--- config.mk ---
export PLATFORM = sky130hd
export DESIGN_NAME = rob_commit_ctrl_flat
export DESIGN_NICKNAME = d
export VERILOG_FILES = /design/src/rtl/rob_commit_ctrl_pkg.sv /design/src/rtl/rob_commit_ctrl_if.sv /design/src/rtl/rob_commit_ctrl_flush_timer.sv /design/src/rtl/rob_commit_ctrl.sv /design/src/flat_wrapper.sv
export SDC_FILE = /design/constraint.sdc
export NUM_CORES = 1
export LEC_CHECK = 0
export CORE_MARGIN = 3
export CORE_UTILIZATION = 35
export CTS_BUF_LIST = sky130_fd_sc_hd__clkbuf_4 sky130_fd_sc_hd__clkbuf_8
export CTS_CLUSTER_DIAMETER = 80
export DETAILED_ROUTE_END_ITERATION = 6
export PLACE_DENSITY = 0.68
export RECOVER_POWER = 50
export SYNTH_ARGS = -nofsm -noshare
export SYNTH_HDL_FRONTEND = slang
export SYNTH_SLANG_ARGS = --single-unit
--- constraint.sdc ---
create_clock -name clk_in -period 7.83 [get_ports clk_in]
set_input_delay 0.783 -clock clk_in [delete_from_list [all_inputs] [get_ports clk_in]]
set_output_delay 0.783 -clock clk_in [all_outputs]
set_load 0.02 [all_outputs]
--- src/rtl/rob_commit_ctrl_pkg.sv ---
// Shared types and defaults for the ROB commit controller.
// Commit-type codes match the ROB head type field; FSM states are an enum.
package rob_commit_ctrl_pkg;

  localparam int DEF_ROB_WIDTH  = 4;
  localparam int DEF_REG_WIDTH  = 5;
  localparam int DEF_DATA_WIDTH = 32;
  localparam int DEF_FLUSH_HOLD = 2;
  localparam int CNT_WIDTH      = 32;

  localparam logic [1:0] CMT_REG    = 2'd0;
  localparam logic [1:0] CMT_STORE  = 2'd1;
  localparam logic [1:0] CMT_BRANCH = 2'd2;

  typedef enum logic [1:0] {
    CC_RUN        = 2'd0,
    CC_STORE_WAIT = 2'd1,
    CC_FLUSH      = 2'd2
  } cc_state_e;

  // Anything that is not a store retires in a single cycle.
  function automatic logic is_single_cycle(input logic [1:0] cmt_type);
    return cmt_type != CMT_STORE;
  endfunction

endpackage

--- src/rtl/rob_commit_ctrl_if.sv ---
// Bundle of ROB head, RegFile, LSB and fetch signals around the commit controller.
// master = commit controller side, slave = the surrounding pipeline.
interface rob_commit_ctrl_if
  import rob_commit_ctrl_pkg::*;
#(
  parameter int ROB_WIDTH  = DEF_ROB_WIDTH,
  parameter int REG_WIDTH  = DEF_REG_WIDTH,
  parameter int DATA_WIDTH = DEF_DATA_WIDTH
);
  logic                  head_valid_rob_in;
  logic                  head_ready_rob_in;
  logic [1:0]            head_type_rob_in;
  logic [REG_WIDTH-1:0]  head_dest_rob_in;
  logic [DATA_WIDTH-1:0] head_value_rob_in;
  logic [ROB_WIDTH-1:0]  head_id_rob_in;
  logic                  head_mispred_rob_in;
  logic [DATA_WIDTH-1:0] head_target_rob_in;
  logic                  pop_rob_out;
  logic                  rdy_commit_rf_out;
  logic [REG_WIDTH-1:0]  dest_rf_out;
  logic [DATA_WIDTH-1:0] value_rf_out;
  logic [ROB_WIDTH-1:0]  rob_id_rf_out;
  logic                  store_req_lsb_out;
  logic [ROB_WIDTH-1:0]  store_id_lsb_out;
  logic                  store_done_lsb_in;
  logic                  refresh_out;
  logic                  redirect_out;
  logic [DATA_WIDTH-1:0] target_out;
  logic [CNT_WIDTH-1:0]  retired_cnt_out;

  modport master (
    input  head_valid_rob_in, head_ready_rob_in, head_type_rob_in, head_dest_rob_in,
           head_value_rob_in, head_id_rob_in, head_mispred_rob_in, head_target_rob_in,
           store_done_lsb_in,
    output pop_rob_out, rdy_commit_rf_out, dest_rf_out, value_rf_out, rob_id_rf_out,
           store_req_lsb_out, store_id_lsb_out, refresh_out, redirect_out, target_out,
           retired_cnt_out
  );

  modport slave (
    output head_valid_rob_in, head_ready_rob_in, head_type_rob_in, head_dest_rob_in,
           head_value_rob_in, head_id_rob_in, head_mispred_rob_in, head_target_rob_in,
           store_done_lsb_in,
    input  pop_rob_out, rdy_commit_rf_out, dest_rf_out, value_rf_out, rob_id_rf_out,
           store_req_lsb_out, store_id_lsb_out, refresh_out, redirect_out, target_out,
           retired_cnt_out
  );
endinterface

--- src/rtl/rob_commit_ctrl_flush_timer.sv ---
// Down-counter that sets how long refresh stays asserted after a mispredict.
// Loaded with HOLD-1; o_done is high once the count has reached zero.
module rob_commit_ctrl_flush_timer #(
  parameter int HOLD = 2
) (
  input  logic clk_in,
  input  logic rst_in,
  input  logic i_load,
  input  logic i_count,
  output logic o_done
);
  localparam int TW = (HOLD > 1) ? $clog2(HOLD) : 1;
  localparam logic [TW-1:0] LOAD_VAL = TW'(HOLD - 1);

  logic [TW-1:0] r_count;

  always_ff @(posedge clk_in or posedge rst_in) begin
    if (rst_in) begin
      r_count <= '0;
    end else if (i_load) begin
      r_count <= LOAD_VAL;
    end else if (i_count && (r_count != '0)) begin
      r_count <= r_count - 1'b1;
    end
  end

  assign o_done = (r_count == '0);
endmodule

--- src/rtl/rob_commit_ctrl.sv ---
// In-order retirement sequencer: retires the ROB head into the RegFile, hands
// stores to the LSB and waits, or flushes the machine on a mispredicted branch.
module rob_commit_ctrl
  import rob_commit_ctrl_pkg::*;
#(
  parameter int ROB_WIDTH  = DEF_ROB_WIDTH,
  parameter int REG_WIDTH  = DEF_REG_WIDTH,
  parameter int DATA_WIDTH = DEF_DATA_WIDTH,
  parameter int FLUSH_HOLD = DEF_FLUSH_HOLD
) (
  input  logic             clk_in,
  input  logic             rst_in,
  input  logic             rdy_in,
  rob_commit_ctrl_if.master bus
);
  cc_state_e             r_state, w_state_next;
  logic                  r_rdy_commit, w_rdy_commit_next;
  logic [REG_WIDTH-1:0]  r_dest, w_dest_next;
  logic [DATA_WIDTH-1:0] r_value, w_value_next;
  logic [ROB_WIDTH-1:0]  r_rob_id, w_rob_id_next;
  logic                  r_store_req, w_store_req_next;
  logic [ROB_WIDTH-1:0]  r_store_id, w_store_id_next;
  logic                  r_refresh, w_refresh_next;
  logic                  r_redirect, w_redirect_next;
  logic [DATA_WIDTH-1:0] r_target, w_target_next;
  logic                  r_flush_arm, w_flush_arm_next;
  logic [CNT_WIDTH-1:0]  r_cnt, w_cnt_next;
  logic                  w_acc, w_pop;
  logic                  w_timer_load, w_timer_count, w_timer_done;

  rob_commit_ctrl_flush_timer #(.HOLD(FLUSH_HOLD)) u_flush_timer (
    .clk_in  (clk_in),
    .rst_in  (rst_in),
    .i_load  (w_timer_load),
    .i_count (w_timer_count),
    .o_done  (w_timer_done)
  );

  assign w_acc = rdy_in && (r_state == CC_RUN) && bus.head_valid_rob_in && bus.head_ready_rob_in;

  always_comb begin
    w_state_next      = r_state;
    w_rdy_commit_next = 1'b0;
    w_dest_next       = r_dest;
    w_value_next      = r_value;
    w_rob_id_next     = r_rob_id;
    w_store_req_next  = r_store_req;
    w_store_id_next   = r_store_id;
    w_refresh_next    = r_refresh;
    w_redirect_next   = 1'b0;
    w_target_next     = r_target;
    w_flush_arm_next  = r_flush_arm;
    w_cnt_next        = r_cnt;
    w_pop             = 1'b0;
    w_timer_load      = 1'b0;
    w_timer_count     = 1'b0;
    if (rdy_in) begin
      case (r_state)
        CC_RUN: begin
          if (w_acc && !is_single_cycle(bus.head_type_rob_in)) begin
            w_store_req_next = 1'b1;
            w_store_id_next  = bus.head_id_rob_in;
            w_state_next     = CC_STORE_WAIT;
          end else if (w_acc) begin
            w_pop             = 1'b1;
            w_rdy_commit_next = (bus.head_dest_rob_in != '0);
            w_dest_next       = bus.head_dest_rob_in;
            w_value_next      = bus.head_value_rob_in;
            w_rob_id_next     = bus.head_id_rob_in;
            w_cnt_next        = r_cnt + 1'b1;
            // Refresh is deferred one edge so it never overlaps the link-write strobe.
            if ((bus.head_type_rob_in == CMT_BRANCH) && bus.head_mispred_rob_in) begin
              w_target_next    = bus.head_target_rob_in;
              w_flush_arm_next = 1'b1;
              w_state_next     = CC_FLUSH;
            end
          end
        end
        CC_STORE_WAIT: begin
          if (bus.store_done_lsb_in) begin
            w_pop            = 1'b1;
            w_store_req_next = 1'b0;
            w_cnt_next       = r_cnt + 1'b1;
            w_state_next     = CC_RUN;
          end
        end
        CC_FLUSH: begin
          if (r_flush_arm) begin
            w_refresh_next   = 1'b1;
            w_redirect_next  = 1'b1;
            w_flush_arm_next = 1'b0;
            w_timer_load     = 1'b1;
          end else if (w_timer_done) begin
            w_refresh_next = 1'b0;
            w_state_next   = CC_RUN;
          end else begin
            w_timer_count = 1'b1;
          end
        end
        default: w_state_next = CC_RUN;
      endcase
    end
  end

  always_ff @(posedge clk_in or posedge rst_in) begin
    if (rst_in) begin
      r_state <= CC_RUN;
    end else begin
      r_state <= w_state_next;
    end
  end

  always_ff @(posedge clk_in or posedge rst_in) begin
    if (rst_in) begin
      r_rdy_commit <= 1'b0;
      r_dest       <= '0;
      r_value      <= '0;
      r_rob_id     <= '0;
      r_store_req  <= 1'b0;
      r_store_id   <= '0;
      r_refresh    <= 1'b0;
      r_redirect   <= 1'b0;
      r_target     <= '0;
      r_flush_arm  <= 1'b0;
      r_cnt        <= '0;
    end else begin
      r_rdy_commit <= w_rdy_commit_next;
      r_dest       <= w_dest_next;
      r_value      <= w_value_next;
      r_rob_id     <= w_rob_id_next;
      r_store_req  <= w_store_req_next;
      r_store_id   <= w_store_id_next;
      r_refresh    <= w_refresh_next;
      r_redirect   <= w_redirect_next;
      r_target     <= w_target_next;
      r_flush_arm  <= w_flush_arm_next;
      r_cnt        <= w_cnt_next;
    end
  end

  assign bus.pop_rob_out       = w_pop;
  assign bus.rdy_commit_rf_out = r_rdy_commit;
  assign bus.dest_rf_out       = r_dest;
  assign bus.value_rf_out      = r_value;
  assign bus.rob_id_rf_out     = r_rob_id;
  assign bus.store_req_lsb_out = r_store_req;
  assign bus.store_id_lsb_out  = r_store_id;
  assign bus.refresh_out       = r_refresh;
  assign bus.redirect_out      = r_redirect;
  assign bus.target_out        = r_target;
  assign bus.retired_cnt_out   = r_cnt;
endmodule

--- src/flat_wrapper.sv ---
// flat-port wrapper written by rule: the top's interface ports become plain ports
module rob_commit_ctrl_flat import rob_commit_ctrl_pkg::*;
#(
  parameter int ROB_WIDTH  = DEF_ROB_WIDTH,
  parameter int REG_WIDTH  = DEF_REG_WIDTH,
  parameter int DATA_WIDTH = DEF_DATA_WIDTH,
  parameter int FLUSH_HOLD = DEF_FLUSH_HOLD
)
  (clk_in, rst_in, rdy_in, bus_head_valid_rob_in, bus_head_ready_rob_in, bus_head_type_rob_in, bus_head_dest_rob_in, bus_head_value_rob_in, bus_head_id_rob_in, bus_head_mispred_rob_in, bus_head_target_rob_in, bus_store_done_lsb_in, bus_pop_rob_out, bus_rdy_commit_rf_out, bus_dest_rf_out, bus_value_rf_out, bus_rob_id_rf_out, bus_store_req_lsb_out, bus_store_id_lsb_out, bus_refresh_out, bus_redirect_out, bus_target_out, bus_retired_cnt_out);
  rob_commit_ctrl_if #(.ROB_WIDTH(ROB_WIDTH), .REG_WIDTH(REG_WIDTH), .DATA_WIDTH(DATA_WIDTH)) bus_i ();
  input  logic clk_in;
  input  logic rst_in;
  input  logic rdy_in;
  input wire logic [$bits(bus_i.head_valid_rob_in)-1:0] bus_head_valid_rob_in;
  input wire logic [$bits(bus_i.head_ready_rob_in)-1:0] bus_head_ready_rob_in;
  input wire logic [$bits(bus_i.head_type_rob_in)-1:0] bus_head_type_rob_in;
  input wire logic [$bits(bus_i.head_dest_rob_in)-1:0] bus_head_dest_rob_in;
  input wire logic [$bits(bus_i.head_value_rob_in)-1:0] bus_head_value_rob_in;
  input wire logic [$bits(bus_i.head_id_rob_in)-1:0] bus_head_id_rob_in;
  input wire logic [$bits(bus_i.head_mispred_rob_in)-1:0] bus_head_mispred_rob_in;
  input wire logic [$bits(bus_i.head_target_rob_in)-1:0] bus_head_target_rob_in;
  input wire logic [$bits(bus_i.store_done_lsb_in)-1:0] bus_store_done_lsb_in;
  output wire logic [$bits(bus_i.pop_rob_out)-1:0] bus_pop_rob_out;
  output wire logic [$bits(bus_i.rdy_commit_rf_out)-1:0] bus_rdy_commit_rf_out;
  output wire logic [$bits(bus_i.dest_rf_out)-1:0] bus_dest_rf_out;
  output wire logic [$bits(bus_i.value_rf_out)-1:0] bus_value_rf_out;
  output wire logic [$bits(bus_i.rob_id_rf_out)-1:0] bus_rob_id_rf_out;
  output wire logic [$bits(bus_i.store_req_lsb_out)-1:0] bus_store_req_lsb_out;
  output wire logic [$bits(bus_i.store_id_lsb_out)-1:0] bus_store_id_lsb_out;
  output wire logic [$bits(bus_i.refresh_out)-1:0] bus_refresh_out;
  output wire logic [$bits(bus_i.redirect_out)-1:0] bus_redirect_out;
  output wire logic [$bits(bus_i.target_out)-1:0] bus_target_out;
  output wire logic [$bits(bus_i.retired_cnt_out)-1:0] bus_retired_cnt_out;
  assign bus_i.head_valid_rob_in = bus_head_valid_rob_in;
  assign bus_i.head_ready_rob_in = bus_head_ready_rob_in;
  assign bus_i.head_type_rob_in = bus_head_type_rob_in;
  assign bus_i.head_dest_rob_in = bus_head_dest_rob_in;
  assign bus_i.head_value_rob_in = bus_head_value_rob_in;
  assign bus_i.head_id_rob_in = bus_head_id_rob_in;
  assign bus_i.head_mispred_rob_in = bus_head_mispred_rob_in;
  assign bus_i.head_target_rob_in = bus_head_target_rob_in;
  assign bus_i.store_done_lsb_in = bus_store_done_lsb_in;
  assign bus_pop_rob_out = bus_i.pop_rob_out;
  assign bus_rdy_commit_rf_out = bus_i.rdy_commit_rf_out;
  assign bus_dest_rf_out = bus_i.dest_rf_out;
  assign bus_value_rf_out = bus_i.value_rf_out;
  assign bus_rob_id_rf_out = bus_i.rob_id_rf_out;
  assign bus_store_req_lsb_out = bus_i.store_req_lsb_out;
  assign bus_store_id_lsb_out = bus_i.store_id_lsb_out;
  assign bus_refresh_out = bus_i.refresh_out;
  assign bus_redirect_out = bus_i.redirect_out;
  assign bus_target_out = bus_i.target_out;
  assign bus_retired_cnt_out = bus_i.retired_cnt_out;
  rob_commit_ctrl #(.ROB_WIDTH(ROB_WIDTH), .REG_WIDTH(REG_WIDTH), .DATA_WIDTH(DATA_WIDTH), .FLUSH_HOLD(FLUSH_HOLD)) u_core (.clk_in(clk_in), .rst_in(rst_in), .rdy_in(rdy_in), .bus(bus_i));
endmodule
==> impl_results.md, run 1 <==
- Total negative setup slack: 0 ps
- Clock tree from TritonCTS: done
- Gate Count Post-Synth: 339
- Leading cell types by count after synthesis: dfrtp_1 (117), mux2_2 (77), nand2_1 (24)
- Mean routed wirelength per cell: 16.2 um
- Compound-cell area share of the yosys netlist: 0.00954
- Seq/Total Area, Yosys: 0.620
- Non-filler instance count after layout: 729
- Kind of path behind the tightest hold check: reg2reg
- Total iterations of the first detailed-routing run: 4
- Mean cell area of the mapped netlist: 13.9 um2
- Type of element launching the critical path: primary input
- Antenna violations before repair: 0
- Crit path time final: 3790 ps
- Placed Cells: 699
- Mapped Area: 4720 um2
- Mux share of post-synthesis cell area: 0.184
- Number of fillers in the final layout: 1124
- Count of routing violations after the opening detailed-route iteration: 106
- Routability Congestion: 0.809
- Synth Area in Simple Gates: 0.108
- Remaining design rule violation count: 0
- Number of unique standard cell types used by synthesis: 31
- Rows: 41
- Slew of the pin with the lowest slew margin: 1980 ps
- Adder and majority cell fraction of the synthesized area: 0.00265
- Maximum level of the CTS H-tree: 4
- CTS sink cnt: 117
- Share of layout cells above drive strength 1: 0.212
- Layout Skew: 8.18 ps
- Outcome: finished with violations
- Highest Clock Rate: 264 MHz
- Clock buffer count from CTS: 17
- Reported leakage power: 3.28 nW
- Top fanout value on the critical path: 10
- Cts repair resizes: 0
- Remaining number of nets flagged by the antenna check after routing: 0
- Sum of net half-perimeters after detailed placement: 8.75 mm
- Core Region: 12900 um2
- Overall overflow remaining after global route: 0
- Fraction of synthesized cell area in xor and xnor cells: 0.0575
- Ranking of synthesized cells by area: dfrtp_1 (62%), mux2_2 (18%), xnor2_1 (3.2%)
- Area fraction of the dominant cell type after synthesis: 0.620
- Nets in the synthesized netlist: 422
- Max transition margin: -0.325
- Width of the die: 122 um
- Violated checks: capacitance limit, slew limit
- First-pass GRT wire length: 18.8 mm
- Areal power density over the cells: 265 nW/um2
- Via total after detailed routing: 3378
- Clock transition at the registers of the reported paths: 60 ps
- Die Ht: 122 um
- Cell type with the largest total area after synthesis: dfrtp_1
- Worst-Skew Late Latency: 420 ps
- Ant diodes: 0
- Count of maximum capacitance violations: 1
- Finish-stage setup viols: 0
- Dominant cell by count in the synthesized netlist: dfrtp_1
- Final Slew Violations: 47
- Final cycle utilization of the critical path: 0.483
- Wire length reported by the detailed router: 11.8 mm
- Worst ir drop on vdd: 86.3 uV
- Clock tree buffer depth: 2
- Via count of the first global-routing pass: 3675
- Dominant combinational cell family by area after synthesis: multiplexers
- Initial Util: 0.365
- Buffer cell driving the clock tree root: clkbuf_8
- Number of buffers inserted by post-CTS setup repair: 0
- Final hold violation count: 0
- Kind of end point of the critical path: output pin
- Count of flip-flops with a built-in enable after synthesis: 0
- Synthesis warning total: 0
- Synth Register Bits: 117
- Net total in the final layout: 629
- Port Buffers: 195
- Critical path data arrival time: 3000 ps
- Post-synth top flop: dfrtp_1
- Critical path class: in2out
- Area of the die: 14900 um2
- Total Routing Usage GR: 0.164
- Per-cell via count in the routed design: 4.63
- Setup repair after global routing missed its margin: false
- Number of hold-repair buffers added at the cts stage: 0
- Number of top-level pins: 196
- Required time of the critical path: 7050 ps
- FFs w/ async S/R, synth: 1.00
- Maximum number of pins on one net before global-route repair: 73
- Layout-stage area growth over the synthesis result: 51.6%
==> registers in the layout (all words and copies together) (netlist names) <==
| name | flops |
|---|---|
| u_core.bus.refresh_out | 1 |
| u_core.bus.store_req_lsb_out | 1 |
| u_core.bus.target_out | 32 |
| u_core.bus.dest_rf_out | 5 |
| u_core.r_state | 2 |
| u_core.bus.rdy_commit_rf_out | 1 |
| u_core.u_flush_timer.r_count | 1 |
| u_core.bus.value_rf_out | 32 |
| u_core.bus.rob_id_rf_out | 4 |
| u_core.bus.store_id_lsb_out | 4 |
| u_core.bus.retired_cnt_out | 32 |
| u_core.bus.redirect_out | 1 |
| u_core.r_flush_arm | 1 |
==> cells in the final DEF (no fill, tap or decap), types with 2 or more instances in the layout <==
cell and instances:
clkdlybuf4s50_1 101, nand4b_1 2, xnor2_1 17, nor2_1 13, dlygate4sd3_1 94, nand2_1 24, o21ai_0 4, buf_4 2
clkinv_2 5, inv_1 8, and3_1 5, dfrtp_1 117, mux2_2 77, clkinvlp_2 2, clkbuf_4 4, nor3_1 6
clkbuf_8 21, nand3_1 14, nand4_1 8, nor2b_1 2, xor2_1 14, or2_2 2, nor4_1 4
==> critical path, stage by stage <==
cell,delay (ps)
dlygate4sd3_1,640
nand4b_1,150
o31a_1,370
clkinvlp_2,410
clkdlybuf4s50_1,650
==> power by group <==
part,total [mW],internal [mW],switching (mW),leakage [nW]
registers,0.815,0.739,0.0757,1.47
clock network,0.480,0.260,0.220,0.189
logic,0.600,0.305,0.295,1.62
total,1.89,1.30,0.591,3.28
==> cells by family (layout without fill, tap and decap cells) <==
kind of cell / count (synthesis) / count (layout)
fa+ha+maj: 1 / 1
simple gates: 88 / 88
xor+xnor: 31 / 31
compound gates: 6 / 6
flops: 117 / 117
mux: 77 / 77
buf+inv: 19 / 237
==> layout make-up <==
cell class                 instances  area, um2  share of cell area
clock buffer                      25        319              0.0446
clock inverter                     5       25.0             0.00349
inverter                          10       40.0             0.00559
multi-input combinational        203       1670               0.233
sequential                       117       2930               0.409
tap                              172        215              0.0301
timing repair buffer             197       1970               0.275
==> stage by stage <==
stage	hold slack (ps)	utilization	cell area, um2	setup WS [ps]	total power, mW
3_5_place_dp	463	0.531	6860	4430	1.48
3_3_place_gp	455	0.531	6860	4430	1.47
4_1_cts	481	0.558	7210	4420	1.97
5_1_grt	506	0.554	7160	3890	2.00
2_1_floorplan	463	-	4720	3950	1.13
6_report	471	0.554	7160	4040	1.89
==> metal layers <==
metal  global-route usage  vias up  share of wire
met5                    0        -              0
met1                0.204     1655           0.43
met3               0.0627       13          0.078
met4               0.0644        0          0.013
met2                0.260      124           0.48
li1                     -     1586              -
==> path summary, 6_finish.rpt <==
path	from	endpoint	slack, ps	depth (start not counted)
worst max register to register	u_core.r_state[1]$_DFFE_PP0P_	u_core.bus.retired_cnt_out[31]$_DFFE_PP0P_	5580	6
worst min-delay path	u_core.bus.retired_cnt_out[31]$_DFFE_PP0P_	u_core.bus.retired_cnt_out[31]$_DFFE_PP0P_	470	1
max in group asynchronous	rst_in	u_core.bus.value_rf_out[21]$_DFFE_PP0P_	4840	3
worst max-delay path	rdy_in	bus_pop_rob_out	4040	5
worst min register to register	u_core.bus.retired_cnt_out[31]$_DFFE_PP0P_	u_core.bus.retired_cnt_out[31]$_DFFE_PP0P_	470	1
min in group asynchronous	rst_in	u_core.bus.value_rf_out[15]$_DFFE_PP0P_	1310	2
(Power assumes the default switching activity.)
==> run 2: changes to the inputs <==
==> constraint.sdc (replaced) <==
create_clock -name clk_in -period 3.9 [get_ports clk_in]
set_input_delay 0.39 -clock clk_in [delete_from_list [all_inputs] [get_ports clk_in]]
set_output_delay 0.39 -clock clk_in [all_outputs]
set_load 0.02 [all_outputs]
==> run 2 against run 1 <==
Net effect: the flow still finishes with violations (capacitance limit, slew limit); sequential power rose by 100%; sequential share of layout area decreased by 0.34 points; sequential cell count unchanged; clock power up 110%; worst hold slack improved by 4.4 ps; total power grew 110%; wire length is 0.75% lower; design area increased by 0.84%; via count increased by 0.53%; setup slack got worse by 3200 ps; critical endpoint unchanged; largest power group unchanged; highest routed layer unchanged.
==> impl_results.md, run 2 (same netlist as run 1, synthesis figures left out) <==
- Outcome: finished with violations
- Violated checks: capacitance limit, slew limit
- Type of element launching the critical path: primary input
- Count of routing violations after the opening detailed-route iteration: 118
- Register-to-Register Path Depth: 5
- Non-filler instance count after layout: 731
- Mean routed wirelength per cell: 16.0 um
- Power share of the combinational group: 0.322
- Finish-stage setup viols: 0
- Cell chain of the critical path: dlygate4sd3_1 > nand4b_1 > o31a_1 > clkinvlp_2 > clkdlybuf4s50_1
- Worst reg2reg startpoint: u_core.r_state[1]$_DFFE_PP0P_
- Kind of end point of the critical path: output pin
- Number of hold-repair buffers added at the cts stage: 0
- Reported leakage power: 3.23 nW
- Slowest cell on crit path: clkdlybuf4s50_1
- Width of the die: 122 um
- Cts repair resizes: 0
- Total negative setup slack: 0 ps
- Wire length reported by the detailed router: 11.7 mm
- Worst min-delay path startpoint: u_core.bus.retired_cnt_out[31]$_DFFE_PP0P_
- Area of the die: 14900 um2
- Final cycle utilization of the critical path: 0.783
- Kind of path behind the tightest hold check: reg2reg
- Worst ir drop on vdd: 192 uV
- Total iterations of the first detailed-routing run: 4
- Slew of the pin with the lowest slew margin: 1850 ps
- Die Ht: 122 um
- Setup repair after global routing missed its margin: false
- Number of buffers inserted by post-CTS setup repair: 0
- Rows: 41
- Top fanout value on the critical path: 10
- Final hold violation count: 0
- Overall overflow remaining after global route: 0
- Share of total power in sequential cells: 0.418
- Leading cell types in the layout, fill and taps excluded: clkdlybuf4s50_1 (161), dfrtp_1 (117), mux2_2 (77)
- Areal power density over the cells: 543 nW/um2
- Critical path data arrival time: 2660 ps
- Number of top-level pins: 196
- Clock transition at the registers of the reported paths: 60 ps
- Total Routing Usage GR: 0.163
- Layout-stage area growth over the synthesis result: 52.9%
- Clock tree buffer depth: 2
- Maximum level of the CTS H-tree: 4
- Setup slack of the most critical reg-to-reg path: 1200 ps
- Count of maximum capacitance violations: 1
- Remaining number of nets flagged by the antenna check after routing: 0
- Layout Skew: 5.48 ps
- Most common cell after layout, fill and taps aside: clkdlybuf4s50_1
- Maximum number of pins on one net before global-route repair: 118
- Switch share: 0.303
- Sum of net half-perimeters after detailed placement: 8.55 mm
- Antenna violations before repair: 0
- Minimum hold slack: 475 ps
- Max transition margin: -0.236
- Core Region: 12900 um2
- Worst-Skew Late Latency: 420 ps
- Clock group share of total power: 0.259
- Via total after detailed routing: 3396
- Busiest layer in global routing: met2
- Hold-critical path endpoint: u_core.bus.retired_cnt_out[31]$_DFFE_PP0P_
- Buffer cell driving the clock tree root: clkbuf_8
- Crit path time final: 3050 ps
- Worst reg2reg endpoint: u_core.bus.target_out[10]$_DFFE_PP0P_
- Worst hold path cell count: 1
- Ant diodes: 0
- Share of layout cells above drive strength 1: 0.216
- Switching Power: 1.19 mW
- Initial Util: 0.365
- Port Buffers: 195
- Net total in the final layout: 629
- Clock tree from TritonCTS: done
- Per-cell via count in the routed design: 4.65
- Clock buffer count from CTS: 17
- Met1 Track Usage GR: 0.194
- Internal Pwr Total: 2.73 mW
- CTS sink cnt: 117
- Placed Cells: 699
- Remaining design rule violation count: 0
- First-pass GRT wire length: 18.7 mm
- CP peak stage delay: 670 ps
- Via count of the first global-routing pass: 3723
- Fraction of met3 tracks used by global routing: 0.0696
- Routability Congestion: 0.819
- GR met2 Demand/Resource: 0.263
- Required time of the critical path: 3510 ps
- Critical path class: in2out
- Final Slew Violations: 35
- Highest Clock Rate: 328 MHz
-- run 2: how the worst max path moves through the flow --
stage          cells after the start                                    end  slack, ps                     startpoint
2_1_floorplan                      1  u_core.bus.dest_rf_out[0]$_DFFE_PP0P_        410                         rst_in
3_3_place_gp                       5                        bus_pop_rob_out       1290                         rdy_in
3_5_place_dp                       5                        bus_pop_rob_out       1290                         rdy_in
4_1_cts                            4                        bus_pop_rob_out       1230  u_core.r_state[1]$_DFFE_PP0P_
5_1_grt                            5                        bus_pop_rob_out        720                         rdy_in
6_report                           5                        bus_pop_rob_out        850                         rdy_in
-- run 2: final cells by class --
type	instances	area (um2)
Clock buffer	29	362
Clock inverter	3	15.0
Fill cell	1121	5710
Inverter	10	40.0
Multi-Input combinational cell	203	1690
Sequential cell	117	2930
Tap cell	172	215
Timing Repair Buffer	197	1980
-- run 2: metal layers --
| metal | vias up | share of wire | wire [um] |
|---|---|---|---|
| li1 | 1589 | - | - |
| met1 | 1664 | 0.41 | 4800 |
| met2 | 126 | 0.48 | 5650 |
| met3 | 17 | 0.091 | 1070 |
| met4 | 0 | 0.015 | 176 |
| met5 | - | 0 | 0 |
-- run 2: power by group through the flow --
stage	combinational (mW)	sequential, mW	clock [mW]
CTS	1.32	1.65	1.06
finish	1.26	1.64	1.02
global placement	1.30	1.65	0
floorplan	0.290	1.97	0
detailed placement	1.32	1.66	0
global route	1.34	1.68	1.12
-- run 2: worst max-delay path: cells and delay by family --
| family | cells | cell delay, ps |
|---|---|---|
| buffers and inverters | 3 | 1760 |
| AOI/OAI and AO/OA | 1 | 350 |
| and+or+nand+nor | 1 | 150 |
-- run 2: metrics by stage --
stage	total power [mW]	setup WS, ps	area [um2]	utilization
finish	3.92	848	7220	0.559
global route	4.14	720	7220	0.559
CTS	4.03	1230	7250	0.561
detailed placement	2.98	1290	6880	0.532
global placement	2.95	1290	6880	0.532
floorplan	2.26	409	4720	-
==> run 3: changes to the inputs <==
--- a/config.mk
+++ b/config.mk
@@ -10,7 +10,7 @@
 export CTS_BUF_LIST = sky130_fd_sc_hd__clkbuf_4 sky130_fd_sc_hd__clkbuf_8
 export CTS_CLUSTER_DIAMETER = 80
 export DETAILED_ROUTE_END_ITERATION = 6
-export PLACE_DENSITY = 0.68
+export PLACE_DENSITY = 0.7
 export RECOVER_POWER = 50
 export SYNTH_ARGS = -nofsm -noshare
 export SYNTH_HDL_FRONTEND = slang
==> constraint.sdc (replaced) <==
create_clock -name clk_in -period 2.6 [get_ports clk_in]
set_input_delay 0.26 -clock clk_in [delete_from_list [all_inputs] [get_ports clk_in]]
set_output_delay 0.26 -clock clk_in [all_outputs]
set_load 0.02 [all_outputs]
==> run 3 against run 2 <==
Net effect: the flow still finishes with violations (capacitance limit, slew limit); clock power grew 53%; sequential share of layout area shrank 0.17 points; die area is the same; setup slack lost 700 ps; sequential power grew 49%; sequential cell count is the same; utilization grew 0.23 points; global-route usage shrank 0.26 points; largest cell class unchanged.
==> impl_results.md, run 3 (same netlist as run 1, synthesis figures left out) <==
- Outcome: finished with violations
- Violated checks: capacitance limit, slew limit
- Total power of the final layout: 5.90 mW
- Layout Skew: 9.06 ps
- Required time of the critical path: 2340 ps
- Kind of path behind the tightest hold check: in2reg
- Initial Util: 0.365
- Via count of the first global-routing pass: 3520
- Port Buffers: 195
- Area of the die: 14900 um2
- Buffer cell driving the clock tree root: clkbuf_8
- Multi-input combinational cell area: 1710 um2
- Post-layout worst setup margin: 149 ps
- Critical path class: reg2out
- Maximum level of the CTS H-tree: 4
- Area after detailed placement: 6890 um2
- Total negative setup slack: 0 ps
- CP peak stage delay: 620 ps
- FF+latch area: 2930 um2
- Max transition margin: -0.0511
- Count of routing violations after the opening detailed-route iteration: 122
- Critical path data arrival time: 2190 ps
- Total iterations of the first detailed-routing run: 4
- Width of the die: 122 um
- Routability Congestion: 0.788
- Core Region: 12900 um2
- Share of layout cells above drive strength 1: 0.219
- CTS sink cnt: 117
- Rows: 41
- Placed Cells: 701
- Slew of the pin with the lowest slew margin: 1580 ps
- Crit path buffers/inverters: 2
- CP delay by family, top: buffers and inverters
- Type of element launching the critical path: flop
- Number of buffers inserted by post-CTS setup repair: 0
- Areal power density over the cells: 814 nW/um2
- Total Routing Usage GR: 0.161
- Ant diodes: 0
- Final cell area excluding filler cells: 7250 um2
- Setup repair after global routing missed its margin: false
- Worst-Skew Late Latency: 420 ps
- Top fanout value on the critical path: 10
- Finish-stage setup viols: 0
- Kind of end point of the critical path: output pin
- Final Slew Violations: 118
- Clock buffer count from CTS: 17
- Net total in the final layout: 631
- Slowest cell on crit path: clkdlybuf4s50_1
- Clock tree buffer depth: 2
- Number of hold-repair buffers added at the cts stage: 0
- Minimum hold slack: 453 ps
- Maximum number of pins on one net before global-route repair: 118
- First-pass GRT wire length: 18.3 mm
- Die Ht: 122 um
- Leading cell types in the layout, fill and taps excluded: clkdlybuf4s50_1 (154), dfrtp_1 (117), mux2_2 (77)
- Most common cell after layout, fill and taps aside: clkdlybuf4s50_1
- Worst ir drop on vdd: 453 uV
- Sum of net half-perimeters after detailed placement: 8.53 mm
- Reported leakage power: 3.27 nW
- Final cycle utilization of the critical path: 0.943
- Remaining number of nets flagged by the antenna check after routing: 0
- Count of maximum capacitance violations: 1
- Final core area utilization: 0.561
- Mean routed wirelength per cell: 16.0 um
- Wire length reported by the detailed router: 11.7 mm
- Cts repair resizes: 0
- Highest Clock Rate: 408 MHz
- Number of fillers in the final layout: 1108
- Clock tree from TritonCTS: done
- Final hold violation count: 0
- Antenna violations before repair: 0
- Via total after detailed routing: 3382
- Cell chain of the critical path: nand3b_4 > o31a_4 > inv_6 > clkdlybuf4s50_1
- Per-cell via count in the routed design: 4.63
- Layout-stage area growth over the synthesis result: 53.6%
- Non-filler instance count after layout: 730
- Overall overflow remaining after global route: 0
- Clock transition at the registers of the reported paths: 60 ps
- Crit path time final: 2450 ps
- Remaining design rule violation count: 0
- DP Worst Slack: 310 ps
- Number of top-level pins: 196
[run 3: changes by cell type in the layout (fill, tap and decap cells not counted), sizes merged]
cell           change
bufinv             +1
clkbuf             -2
clkdlybuf4s50      -7
clkinvlp           -1
dlygate4sd3        +7
inv                +1
[run 3: per-layer routing]
metal | wire (um) | GRT usage
met2 | 5840 | 0.251
met3 | 967 | 0.0678
met5 | 0 | 0
met1 | 4790 | 0.197
met4 | 102 | 0.0644
[run 3: worst reg2reg max path, cell delays in order (launching register included)]
cell	delay (ps)
dfrtp_1	430
nand3b_4	190
nor2_1	150
nand4b_1	150
clkbuf_2	510
mux2_2	470
[run 3: worst paths after layout]
kind                                                            startpoint                                    endpoint  slack, ps  cells past startpoint
max in group asynchronous                                           rst_in       u_core.bus.target_out[18]$_DFFE_PP0P_        700                      3
worst min register to register  u_core.bus.retired_cnt_out[31]$_DFFE_PP0P_  u_core.bus.retired_cnt_out[31]$_DFFE_PP0P_        480                      1
worst max register to register               u_core.r_state[1]$_DFFE_PP0P_       u_core.bus.target_out[14]$_DFFE_PP0P_        600                      5
min in group asynchronous                                           rst_in  u_core.bus.retired_cnt_out[11]$_DFFE_PP0P_        890                      3
worst max-delay path                         u_core.r_state[1]$_DFFE_PP0P_                             bus_pop_rob_out        150                      4
worst min-delay path                              bus_head_value_rob_in[6]      u_core.bus.value_rf_out[6]$_DFFE_PP0P_        450                      2
[run 3: report_power, final]
| part | internal [mW] | leakage (nW) | switching [mW] |
|---|---|---|---|
| Combinational | 0.991 | 1.59 | 0.891 |
| Sequential | 2.23 | 1.47 | 0.228 |
| Clock | 0.910 | 0.200 | 0.653 |
| Total | 4.13 | 3.27 | 1.77 |
[run 3: area by class of cell]
cell class / count / share of cell area
Clock buffer: 25 / 0.0457
Clock inverter: 4 / 0.00621
Inverter: 10 / 0.00638
Multi-Input combinational cell: 203 / 0.236
Sequential cell: 117 / 0.404
Tap cell: 172 / 0.0297
Timing Repair Buffer: 199 / 0.272
